### src/rtl/serial_mem_loader_pkg.sv
// Shared constants for the serial memory loader: command bytes,
// FSM state encoding and word size.
package serial_mem_loader_pkg;

    localparam int WORD_BYTES = 4;

    localparam logic [7:0] CMD_READ  = 8'h52;
    localparam logic [7:0] CMD_WRITE = 8'h57;
    localparam logic [7:0] RSP_OK    = 8'h4B;
    localparam logic [7:0] RSP_ERR   = 8'h3F;

    localparam logic [2:0] ST_IDLE          = 3'd0;
    localparam logic [2:0] ST_GET_ADDR      = 3'd1;
    localparam logic [2:0] ST_GET_DATA      = 3'd2;
    localparam logic [2:0] ST_MEM_REQ       = 3'd3;
    localparam logic [2:0] ST_MEM_WAIT_DATA = 3'd4;
    localparam logic [2:0] ST_TX_SEND       = 3'd5;
    localparam logic [2:0] ST_TX_WAIT       = 3'd6;

    typedef enum logic [2:0] {
        IDLE          = ST_IDLE,
        GET_ADDR      = ST_GET_ADDR,
        GET_DATA      = ST_GET_DATA,
        MEM_REQ       = ST_MEM_REQ,
        MEM_WAIT_DATA = ST_MEM_WAIT_DATA,
        TX_SEND       = ST_TX_SEND,
        TX_WAIT       = ST_TX_WAIT
    } state_t;

endpackage

### src/rtl/serial_mem_loader_tx_seq.sv
// loader_tx_seq: serialises 1..4 reply bytes (MSB first) over the
// tx_data/tx_we/tx_busy handshake and pulses done after the last one.
module loader_tx_seq
    import serial_mem_loader_pkg::*;
(
    input  logic        clock,
    input  logic        rst,
    input  logic        start,
    input  logic [31:0] word,
    input  logic [2:0]  count,
    input  logic        tx_busy,
    output logic [7:0]  tx_data,
    output logic        tx_we,
    output logic        done
);

    state_t      state_q, state_n;
    logic [31:0] shreg_q, shreg_n;
    logic [2:0]  left_q, left_n;
    logic        skip_q, skip_n;
    logic [7:0]  data_n;
    logic        we_n;

    always_ff @(posedge clock or posedge rst) begin
        if (rst) begin
            state_q <= IDLE;
            shreg_q <= 32'h0;
            left_q  <= 3'd0;
            skip_q  <= 1'b0;
            tx_data <= 8'h00;
            tx_we   <= 1'b0;
        end else begin
            state_q <= state_n;
            shreg_q <= shreg_n;
            left_q  <= left_n;
            skip_q  <= skip_n;
            tx_data <= data_n;
            tx_we   <= we_n;
        end
    end

    // skip_q gives rs232out one cycle to raise busy after each write
    always_comb begin
        state_n = state_q;
        shreg_n = shreg_q;
        left_n  = left_q;
        skip_n  = 1'b0;
        data_n  = tx_data;
        we_n    = 1'b0;
        done    = 1'b0;
        unique case (state_q)
            IDLE: begin
                if (start) begin
                    shreg_n = word;
                    left_n  = count;
                    state_n = TX_SEND;
                end
            end
            TX_SEND: begin
                if (!tx_busy) begin
                    we_n    = 1'b1;
                    data_n  = shreg_q[31:24];
                    shreg_n = {shreg_q[23:0], 8'h00};
                    left_n  = left_q - 3'd1;
                    skip_n  = 1'b1;
                    state_n = TX_WAIT;
                end
            end
            TX_WAIT: begin
                if (!skip_q && !tx_busy) begin
                    if (left_q != 3'd0) begin
                        state_n = TX_SEND;
                    end else begin
                        done    = 1'b1;
                        state_n = IDLE;
                    end
                end
            end
            default: state_n = IDLE;
        endcase
    end

endmodule

### src/rtl/serial_mem_loader.sv
// Serial-command memory initiator: 'W' writes a word, 'R' reads one back.
// Define SERIAL_LOADER_TIMEOUT_EN to abandon stalled partial commands.
module serial_mem_loader
    import serial_mem_loader_pkg::*;
#(
    parameter logic [1:0]  MEM_ID         = 2'd3,
    parameter int unsigned TIMEOUT_CYCLES = 48_000_000
) (
    input  logic        clock,
    input  logic        rst,
    input  logic [7:0]  rx_data,
    input  logic        rx_attention,
    output logic [7:0]  tx_data,
    output logic        tx_we,
    input  logic        tx_busy,
    input  logic        mem_waitrequest,
    output logic [1:0]  mem_id,
    output logic [29:0] mem_address,
    output logic        mem_read,
    output logic        mem_write,
    output logic [31:0] mem_writedata,
    output logic [3:0]  mem_writedatamask,
    input  logic [31:0] mem_readdata,
    input  logic [1:0]  mem_readdataid,
    output logic        busy
);

    state_t      state_q, state_n;
    logic [1:0]  cnt_q, cnt_n;
    logic        is_wr_q, is_wr_n;
    logic [31:0] addr_q, addr_n;
    logic [31:0] wdata_q, wdata_n;
    logic        rd_q, rd_n;
    logic        wr_q, wr_n;
    logic        tx_start;
    logic [31:0] tx_word;
    logic [2:0]  tx_count;
    logic        tx_done;
    logic        timeout;

    assign mem_id            = MEM_ID;
    assign mem_address       = addr_q[31:2];
    assign mem_read          = rd_q;
    assign mem_write         = wr_q;
    assign mem_writedata     = wdata_q;
    assign mem_writedatamask = 4'hF;
    assign busy              = (state_q != IDLE);

`ifdef SERIAL_LOADER_TIMEOUT_EN
    logic [31:0] idle_q;

    always_ff @(posedge clock or posedge rst) begin
        if (rst) begin
            idle_q <= 32'd0;
        end else if (rx_attention ||
                     !(state_q == GET_ADDR || state_q == GET_DATA)) begin
            idle_q <= 32'd0;
        end else if (!timeout) begin
            idle_q <= idle_q + 32'd1;
        end
    end

    assign timeout = (idle_q >= 32'(TIMEOUT_CYCLES - 1));
`else
    logic unused_tmo;

    assign timeout    = 1'b0;
    assign unused_tmo = ^32'(TIMEOUT_CYCLES);
`endif

    always_ff @(posedge clock or posedge rst) begin
        if (rst) begin
            state_q <= IDLE;
            cnt_q   <= 2'd0;
            is_wr_q <= 1'b0;
            addr_q  <= 32'h0;
            wdata_q <= 32'h0;
            rd_q    <= 1'b0;
            wr_q    <= 1'b0;
        end else begin
            state_q <= state_n;
            cnt_q   <= cnt_n;
            is_wr_q <= is_wr_n;
            addr_q  <= addr_n;
            wdata_q <= wdata_n;
            rd_q    <= rd_n;
            wr_q    <= wr_n;
        end
    end

    always_comb begin
        state_n  = state_q;
        cnt_n    = cnt_q;
        is_wr_n  = is_wr_q;
        addr_n   = addr_q;
        wdata_n  = wdata_q;
        rd_n     = rd_q;
        wr_n     = wr_q;
        tx_start = 1'b0;
        tx_word  = 32'h0;
        tx_count = 3'd0;
        unique case (state_q)
            IDLE: begin
                if (rx_attention) begin
                    cnt_n = 2'd0;
                    if (rx_data == CMD_READ || rx_data == CMD_WRITE) begin
                        is_wr_n = (rx_data == CMD_WRITE);
                        state_n = GET_ADDR;
                    end else begin
                        tx_start = 1'b1;
                        tx_word  = {RSP_ERR, 24'h0};
                        tx_count = 3'd1;
                        state_n  = TX_SEND;
                    end
                end
            end
            GET_ADDR: begin
                if (rx_attention) begin
                    addr_n = {addr_q[23:0], rx_data};
                    cnt_n  = cnt_q + 2'd1;
                    if (cnt_q == 2'd3) begin
                        if (is_wr_q) begin
                            state_n = GET_DATA;
                        end else begin
                            rd_n    = 1'b1;
                            state_n = MEM_REQ;
                        end
                    end
                end else if (timeout) begin
                    state_n = IDLE;
                end
            end
            GET_DATA: begin
                if (rx_attention) begin
                    wdata_n = {wdata_q[23:0], rx_data};
                    cnt_n   = cnt_q + 2'd1;
                    if (cnt_q == 2'd3) begin
                        wr_n    = 1'b1;
                        state_n = MEM_REQ;
                    end
                end else if (timeout) begin
                    state_n = IDLE;
                end
            end
            MEM_REQ: begin
                if (!mem_waitrequest) begin
                    rd_n = 1'b0;
                    wr_n = 1'b0;
                    if (is_wr_q) begin
                        tx_start = 1'b1;
                        tx_word  = {RSP_OK, 24'h0};
                        tx_count = 3'd1;
                        state_n  = TX_SEND;
                    end else begin
                        state_n = MEM_WAIT_DATA;
                    end
                end
            end
            MEM_WAIT_DATA: begin
                if (mem_readdataid == MEM_ID) begin
                    tx_start = 1'b1;
                    tx_word  = mem_readdata;
                    tx_count = 3'(WORD_BYTES);
                    state_n  = TX_SEND;
                end
            end
            TX_SEND: begin
                if (tx_done) state_n = IDLE;
            end
            default: state_n = IDLE;
        endcase
    end

    loader_tx_seq u_tx_seq (
        .clock   (clock),
        .rst     (rst),
        .start   (tx_start),
        .word    (tx_word),
        .count   (tx_count),
        .tx_busy (tx_busy),
        .tx_data (tx_data),
        .tx_we   (tx_we),
        .done    (tx_done)
    );

endmodule

### config.mk
export PLATFORM = sky130hd
export DESIGN_NAME = serial_mem_loader
export DESIGN_NICKNAME = d
export VERILOG_FILES = /design/src/rtl/serial_mem_loader_pkg.sv /design/src/rtl/serial_mem_loader_tx_seq.sv /design/src/rtl/serial_mem_loader.sv
export SDC_FILE = /design/constraint.sdc
export NUM_CORES = 1
export LEC_CHECK = 0
export ABC_AREA = 1
export BUFFER_PORTS_ARGS = -buffer_cell sky130_fd_sc_hd__buf_4
export CAP_MARGIN = 20
export CORE_MARGIN = 5
export CORE_UTILIZATION = 40
export DETAILED_ROUTE_END_ITERATION = 12
export REMOVE_ABC_BUFFERS = 1
export SYNTH_ARGS = -nofsm -noshare
export SYNTH_HDL_FRONTEND = slang
export SYNTH_HIERARCHICAL = 1
export SYNTH_SLANG_ARGS = --single-unit
export TNS_END_PERCENT = 50
### constraint.sdc
create_clock -name clock -period 2.8 [get_ports clock]
set_input_delay 0.42 -clock clock [delete_from_list [all_inputs] [get_ports clock]]
set_output_delay 0.42 -clock clock [all_outputs]
set_load 0.01 [all_outputs]
==> summary.md, run 1 <==
| Metric | Value |
|---|---|
| Status | `finished clean` |
| Final Max Slew Viols | `0` |
| Final worst path period share | `83.9%` |
| Ys Warns | `6` |
| Final setup TNS | `0 ps` |
| Psw | `0.00298 W` |
| Row count | `44` |
| Relative slew margins | `54.2%` |
| Critical Path RT | `3150 ps` |
| Ys async rst share | `100%` |
| Number of enable flip-flop cells after synthesis | `0` |
| Initial DRC count | `409` |
| GRT Total Usage | `17.0%` |
| CTS tree | `yes` |
| DRT Pass-1 Iters | `4` |
| WP data arrival | `2700 ps` |
| Synth Instances | `760` |
| CTS Root Cell | `clkbuf_16` |
| Setup Buffers After CTS | `0` |
| Die Ht | `132 µm` |
| Multi-input logic area | `2290 µm²` |
| Global-route wire length before repair | `24500 µm` |
| Vias in the first global route | `4999` |
| Final setup violation count | `0` |
| Via density | `4.76` |
| Port Buf Inserts | `120` |
| Hpwl dp | `9890 µm` |
| Clock tree sinks | `119` |
| Tmin final | `2350 ps` |
| Die ar. | `17400 µm²` |
| Primary FF master, synth | `dfrtp_1` |
| Nets | `894` |
| LEAKAGE | `4.12 nW` |
| Kind of critical path | `reg2reg` |
| Worst-path clk slew | `50 ps` |
| DRC | `0` |
| Largest net degree at the start of global routing | `57` |
| Worst Skew | `6.08 ps` |
| Switch share | `36.5%` |
| Sequential cell area | `2980 µm²` |
| Min-Delay Endpoint | `addr_q[6]$_DFFE_PP0P_` |
| Latest clock arrival within the worst-skew pair | `410 ps` |
| Wire per inst | `13.7 µm` |
| Initial core utilization | `40.8%` |
| Hold Startpoint | `rx_data[6]` |
| Crit Path Max Fanout | `36` |
| Die Wd | `132 µm` |
| Comb power frac | `37.1%` |
| GP Congestion | `0.868` |
| Worst-Margin Slew | `686 ps` |
| Mean area per synthesized cell | `7.83 µm²` |
| Reg2reg path depth | `7` |
| Via count | `4952` |
| Num CTS Buffers | `17` |
| Crit Reg-Reg Endpoint | `u_tx_seq/shreg_q[29]$_DFFE_PP0P_` |
| Critical path launch point | `state_q[0]$_DFFE_PP0P_` |
| Reg2reg start | `state_q[0]$_DFFE_PP0P_` |
| WHS Path Cells | `3` |
| Flops & latches, synth | `119` |
| # H-tree levels | `4` |
| Initial antenna violation count | `0` |
| Synth unique cells | `25` |
| WL final | `14300 µm` |
| Clock Path Buffers | `2` |
| Fin. Hold Viols | `0` |
| Seq/Total Area, Yosys | `50.0%` |
| Max cap viols | `0` |
| CP startpoint kind | `flop` |
| Clk pwr share | `27.6%` |
| Synth Cell Area | `5950 µm²` |
| Area Growth Syn to Fin | `23.5%` |
| VDD IR max | `0.000533 V` |
| Core Footprint | `14600 µm²` |
| P per Cell Area | `1110 nW/µm²` |
| Grt ovf | `0` |
| Share of layout cells above drive strength 1 | `22.1%` |
| Pint | `0.00518 W` |
| Hold crit path type | `in2reg` |
| Post-route ant nets | `0` |
| Fmax | `0.425 GHz` |
| Tot Pwr | `0.00816 W` |
| Sequential power share | `35.3%` |
| Fillers | `1407` |
| RSZ-0062 raised after global routing | `false` |
| CP endpoint kind | `flop` |
| Top Ports | `127` |
| Reg-to-reg slack, setup | `450 ps` |
| Ant diodes | `0` |
-- routing by layer --
metal / share of wire (%) / up-vias / GRT usage [%]
met4: 1.6 / 0 / 6.57
li1: - / 2506 / -
met2: 49 / 117 / 27.5
met1: 43 / 2309 / 21.4
met5: 0 / - / 0
met3: 6.9 / 20 / 5.00
-- worst max-delay path by stage --
| stage | to | slack, ps | cells past startpoint |
|---|---|---|---|
| 3_5_place_dp | u_tx_seq/left_q[1]$_DFFE_PP0P_ | 350 | 11 |
| 3_3_place_gp | u_tx_seq/left_q[2]$_DFFE_PP0P_ | 440 | 11 |
| 4_1_cts | u_tx_seq/shreg_q[29]$_DFFE_PP0P_ | 480 | 7 |
| 2_1_floorplan | addr_q[0]$_DFFE_PP0P_ | 560 | 1 |
| 6_report | u_tx_seq/shreg_q[29]$_DFFE_PP0P_ | 450 | 7 |
| 5_1_grt | u_tx_seq/shreg_q[29]$_DFFE_PP0P_ | 210 | 7 |
-- synthesized netlist by cell type (7+ instances only) --
cell type | number | area, µm²
inv_1 | 48 | 180
dfrtp_1 | 119 | 2980
buf_4 | 38 | 285
mux2_4 | 8 | 120
o21ai_1 | 26 | 130
nor2_1 | 61 | 229
nand3_1 | 74 | 370
a21oi_1 | 17 | 85.1
buf_6 | 7 | 78.8
nand2_1 | 291 | 1090
buf_2 | 24 | 120
o21ai_0 | 15 | 75.1
-- power by group through the flow --
stage | Clock [W] | Combinational, W | Sequential (W)
detailed placement | 0 | 0.00307 | 0.00289
floorplan | 0 | 0.00147 | 0.00304
finish | 0.00225 | 0.00303 | 0.00288
CTS | 0.00229 | 0.00307 | 0.00288
global route | 0.00238 | 0.00343 | 0.00298
global placement | 0 | 0.00299 | 0.00287
-- worst max-delay path, stage by stage (launching register included) --
cell     delay, ps
dfrtp_1        480
nor2_1         400
nand3_1        370
nand3_1        250
nand2_4        260
nand2_4        340
nand2_1        110
nand2_1         70
-- placed cells by master, fill, tap and decap left out, drive strengths merged --
cell | netlist | layout
nor2 | 64 | 64
clkinvlp | 0 | 1
nand4 | 6 | 6
buf | 69 | 133
mux2 | 8 | 8
bufinv | 0 | 3
inv | 53 | 54
ha | 3 | 3
or2 | 1 | 1
clkinv | 1 | 8
o21ai | 41 | 41
nand2 | 294 | 294
clkbuf | 5 | 20
dlygate4sd3 | 0 | 1
nand3 | 74 | 74
conb | 2 | 7
a21oi | 17 | 17
a31oi | 1 | 1
nor3 | 2 | 2
dfrtp | 119 | 119
-- through the flow --
stage | setup WS [ps] | instance area, µm² | cells | hold WS (ps) | utilization, %
after floorplan | 555 | 5470 | 691 | 443 | -
after CTS | 475 | 7320 | 1039 | 26.4 | 50.2
after global placement | 437 | 6710 | 1007 | 458 | 46.0
after global routing | 209 | 7350 | 1041 | 301 | 50.4
final | 450 | 7350 | 1041 | 298 | 50.4
after detailed placement | 349 | 6710 | 1007 | 460 | 46.0
-- logic make-up after synthesis --
group,Yosys count,synth area share (%)
AO/OA/AOI/OAI,59,4.98
AND/OR/NAND/NOR,441,30.4
buffers and inverters,128,11.9
adder cells (fa/ha/maj),3,0.631
flip-flops,119,50.0
other,2,0.126
multiplexers,8,2.02
-- layout make-up --
| type | instances | area share [%] |
|---|---|---|
| Clock buffer | 20 | 6.35 |
| Multi-Input combinational cell | 518 | 31.2 |
| Timing Repair Buffer | 134 | 14.1 |
| Sequential cell | 119 | 40.5 |
| Clock inverter | 12 | 2.03 |
| Tap cell | 184 | 3.13 |
| Inverter | 54 | 2.76 |
-- repair_timing --
item                                   4_1_cts  5_1_grt
gates resized for setup                      0        0
hold buffers                                 0        1
setup endpoints to repair                    0        0
endpoints found under the hold margin        0        7
-- flip-flops by register name, indices dropped and copies added (netlist names) --
register / count
addr_q: 32
cnt_q: 2
u_tx_seq/shreg_q: 32
mem_write: 1
u_tx_seq/skip_q: 1
state_q: 3
u_tx_seq/left_q: 3
mem_writedata: 32
u_tx_seq/tx_data: 8
is_wr_q: 1
mem_read: 1
u_tx_seq/state_q: 3
Power figures use the tool's default switching activity.
==> inputs of run 2 (changes only) <==
--- a/config.mk
+++ b/config.mk
@@ -5,7 +5,7 @@
 export SDC_FILE = /design/constraint.sdc
 export NUM_CORES = 1
 export LEC_CHECK = 0
-export ABC_AREA = 1
+export ABC_AREA = 0
 export BUFFER_PORTS_ARGS = -buffer_cell sky130_fd_sc_hd__buf_4
 export CAP_MARGIN = 20
 export CORE_MARGIN = 5
==> constraint.sdc (replaced) <==
create_clock -name clock -period 2.3 [get_ports clock]
set_input_delay 0.345 -clock clock [delete_from_list [all_inputs] [get_ports clock]]
set_output_delay 0.345 -clock clock [all_outputs]
set_load 0.01 [all_outputs]
==> run 2 against run 1 <==
First-iteration DRC count down 50%. Design area grew 0.39%. Largest cell class unchanged. Highest routed layer unchanged. Core utilization up 2.8 points. Critical path depth up 2.
==> summary.md, run 2 <==
| Metric | Value |
|---|---|
| Status | `finished clean` |
| Final Max Slew Viols | `0` |
| WP data arrival | `2610 ps` |
| Final setup violation count | `0` |
| RSZ-0062 raised after global routing | `true` |
| CP endpoint kind | `flop` |
| Top layer used by detailed routing | `met4` |
| Largest net degree at the start of global routing | `48` |
| Most frequent cells in the layout | `145 x buf_4, 119 x dfrtp_1, 69 x mux2_2` |
| WP buf/inv | `2` |
| Die ar. | `16700 µm²` |
| Die Ht | `129 µm` |
| CP startpoint kind | `flop` |
| Crit Path Max Fanout | `6` |
| Relative slew margins | `60.4%` |
| Hpwl dp | `9000 µm` |
| Hold crit path type | `in2async` |
| Top Ports | `127` |
| Reg2reg start | `state_q[1]$_DFFE_PP0P_` |
| DRC | `0` |
| Worst-Margin Slew | `593 ps` |
| GP Congestion | `0.785` |
| Initial DRC count | `203` |
| Seq/Total Area, Yosys | `52.4%` |
| Grt ovf | `0` |
| Dpl ws | `-16.8 ps` |
| Via density | `5.05` |
| Post-synth top cells | `119 x dfrtp_1, 69 x mux2_2, 59 x nand2_1` |
| Critical Path RT | `2620 ps` |
| Ant diodes | `0` |
| Crit-path leading delay family | `simple AND/OR/NAND/NOR gates` |
| Ys Warns | `6` |
| Layout Utilization | `53.2%` |
| Tot Pwr | `0.00537 W` |
| Met2 Routed Length | `6510 µm` |
| Post-synth top area share | `52.4%` |
| CP peak stage delay | `550 ps` |
| Clock tree sinks | `119` |
| Top cells by area, synth | `dfrtp_1 52%, mux2_2 14%, buf_4 5.7%, nand2_1 3.9%, a31oi_1 3.2%` |
| Reg-to-reg slack, setup | `9 ps` |
| Nets | `657` |
| Number of enable flip-flop cells after synthesis | `0` |
| Leading cell type in the layout, fill and taps excluded | `buf_4` |
| CP dominant cell by count | `or2_4` |
| Kind of critical path | `reg2reg` |
| Reg2reg path depth | `9` |
| Via count | `4034` |
| Post-route ant nets | `0` |
| CTS tree | `yes` |
| Compound-Gate Fraction of Synth Area | `8.41%` |
| Synth Cell Area | `5680 µm²` |
| WL final | `13000 µm` |
| Final worst path period share | `99.6%` |
| Mux share of post-synthesis cell area | `15.2%` |
| Share of layout cells above drive strength 1 | `44.4%` |
| Flops & latches, synth | `119` |
| Sequential cell area | `2980 µm²` |
| Port Buf Inserts | `120` |
| Worst Skew | `4.93 ps` |
| Multi-input logic area | `2270 µm²` |
| Adder-cell share of the synthesized area | `0.661%` |
| Row count | `43` |
| Ys async rst share | `100%` |
| Fillers | `1222` |
| DRT Pass-1 Iters | `4` |
| Worst-path clk slew | `50 ps` |
| Clock Path Buffers | `2` |
| Largest family of logic cells by synthesized area | `multiplexers` |
| Vias in the first global route | `3997` |
| Simple-gate share of the synthesized area | `14.3%` |
| GRT Total Usage | `15.4%` |
| CTS Root Cell | `clkbuf_16` |
| Initial antenna violation count | `0` |
| Primary FF master, synth | `dfrtp_1` |
| Global-route wire length before repair | `20400 µm` |
| Post-synth top area cell | `dfrtp_1` |
| Initial core utilization | `40.9%` |
| Wire per inst | `16.3 µm` |
| Critical-path cell list | `or4b_4 > a31oi_4 > a21o_4 > or2_4 > nor4b_4 > buf_4 > or2_4 > buf_12 > mux2i_1` |
| Synth Instances | `495` |
| Die Wd | `129 µm` |
| Post-CTS Hold Buffers | `0` |
| Latest clock arrival within the worst-skew pair | `400 ps` |
| Post-Synth XOR/XNOR Area | `0.154%` |
| Core Footprint | `13900 µm²` |
| WP depth | `9` |
| Most frequent cell after synthesis | `dfrtp_1` |
| P per Cell Area | `727 nW/µm²` |
| Synth unique cells | `47` |
| WL met1 | `5760 µm` |
| Area Growth Syn to Fin | `29.9%` |
| Crit Reg-Reg Endpoint | `u_tx_seq/left_q[1]$_DFFE_PP0P_` |
| Mean area per synthesized cell | `11.5 µm²` |
| Fmax | `0.436 GHz` |
| Tmin final | `2290 ps` |
| Met3 WL | `619 µm` |
| LEAKAGE | `3.59 nW` |
| Worst setup margin | `8.58 ps` |
| Fin. Hold Viols | `0` |
| VDD IR max | `0.000458 V` |
| Max cap viols | `0` |
| Num CTS Buffers | `17` |
| # H-tree levels | `4` |
| Slowest cell on crit path | `or4b_4` |
==> run 2: worst max-delay path by stage <==
| stage | start | to |
|---|---|---|
| after floorplan | state_q[0]$_DFFE_PP0P_ | u_tx_seq/left_q[1]$_DFFE_PP0P_ |
| after global placement | rx_data[5] | u_tx_seq/left_q[0]$_DFFE_PP0P_ |
| after detailed placement | state_q[0]$_DFFE_PP0P_ | u_tx_seq/shreg_q[17]$_DFFE_PP0P_ |
| after CTS | state_q[0]$_DFFE_PP0P_ | u_tx_seq/left_q[1]$_DFFE_PP0P_ |
| after global routing | state_q[1]$_DFFE_PP0P_ | u_tx_seq/left_q[1]$_DFFE_PP0P_ |
| final | state_q[1]$_DFFE_PP0P_ | u_tx_seq/left_q[1]$_DFFE_PP0P_ |
==> run 2: kinds of logic after synthesis <==
| logic type | count (synthesis) |
|---|---|
| AND/OR/NAND/NOR | 152 |
| flip-flops | 119 |
| multiplexers | 77 |
| buffers and inverters | 75 |
| AO/OA/AOI/OAI | 66 |
| adder cells (fa/ha/maj) | 3 |
| other | 2 |
| XOR/XNOR | 1 |
==> run 2: where the power goes <==
part / internal [W] / switching [W] / total (W)
clock network: 0.00170 / 0.000957 / 0.00266
registers: 0.00224 / 0.0000832 / 0.00233
logic: 0.000206 / 0.000174 / 0.000380
total: 0.00415 / 0.00121 / 0.00537
==> run 2: routing by layer <==
| metal | up-vias | GRT usage (%) |
|---|---|---|
| li1 | 1918 | - |
| met1 | 2028 | 20.9 |
| met2 | 79 | 24.6 |
| met3 | 9 | 3.50 |
| met4 | 0 | 5.00 |
| met5 | - | 0 |
==> run 2: final cells by class <==
class / instances / area share (%)
clock inverter: 14 / 2.39
tap: 180 / 3.05
clock buffer: 17 / 5.76
inverter: 7 / 0.356
timing repair buffer: 156 / 17.3
sequential: 119 / 40.4
multi-input combinational: 306 / 30.7
==> run 2: what timing repair did <==
action	CTS	global route
endpoints found under the setup margin	21	35
endpoints found under the hold margin	0	0
pin swaps	1	3
gates resized for setup	4	7
setup buffers	1	7
cloned	1	2
==> run 2: through the flow <==
| step | TNS, ps | hold WS (ps) | std cells | area, µm² |
|---|---|---|---|---|
| after global placement | 0 | 442 | 757 | 6610 |
| after floorplan | -33920 | 452 | 432 | 5230 |
| after CTS | -39.3 | 12.6 | 790 | 7250 |
| final | 0 | 16.5 | 799 | 7380 |
| after detailed placement | -35.2 | 446 | 757 | 6610 |
| after global routing | -1400 | 57.7 | 799 | 7380 |
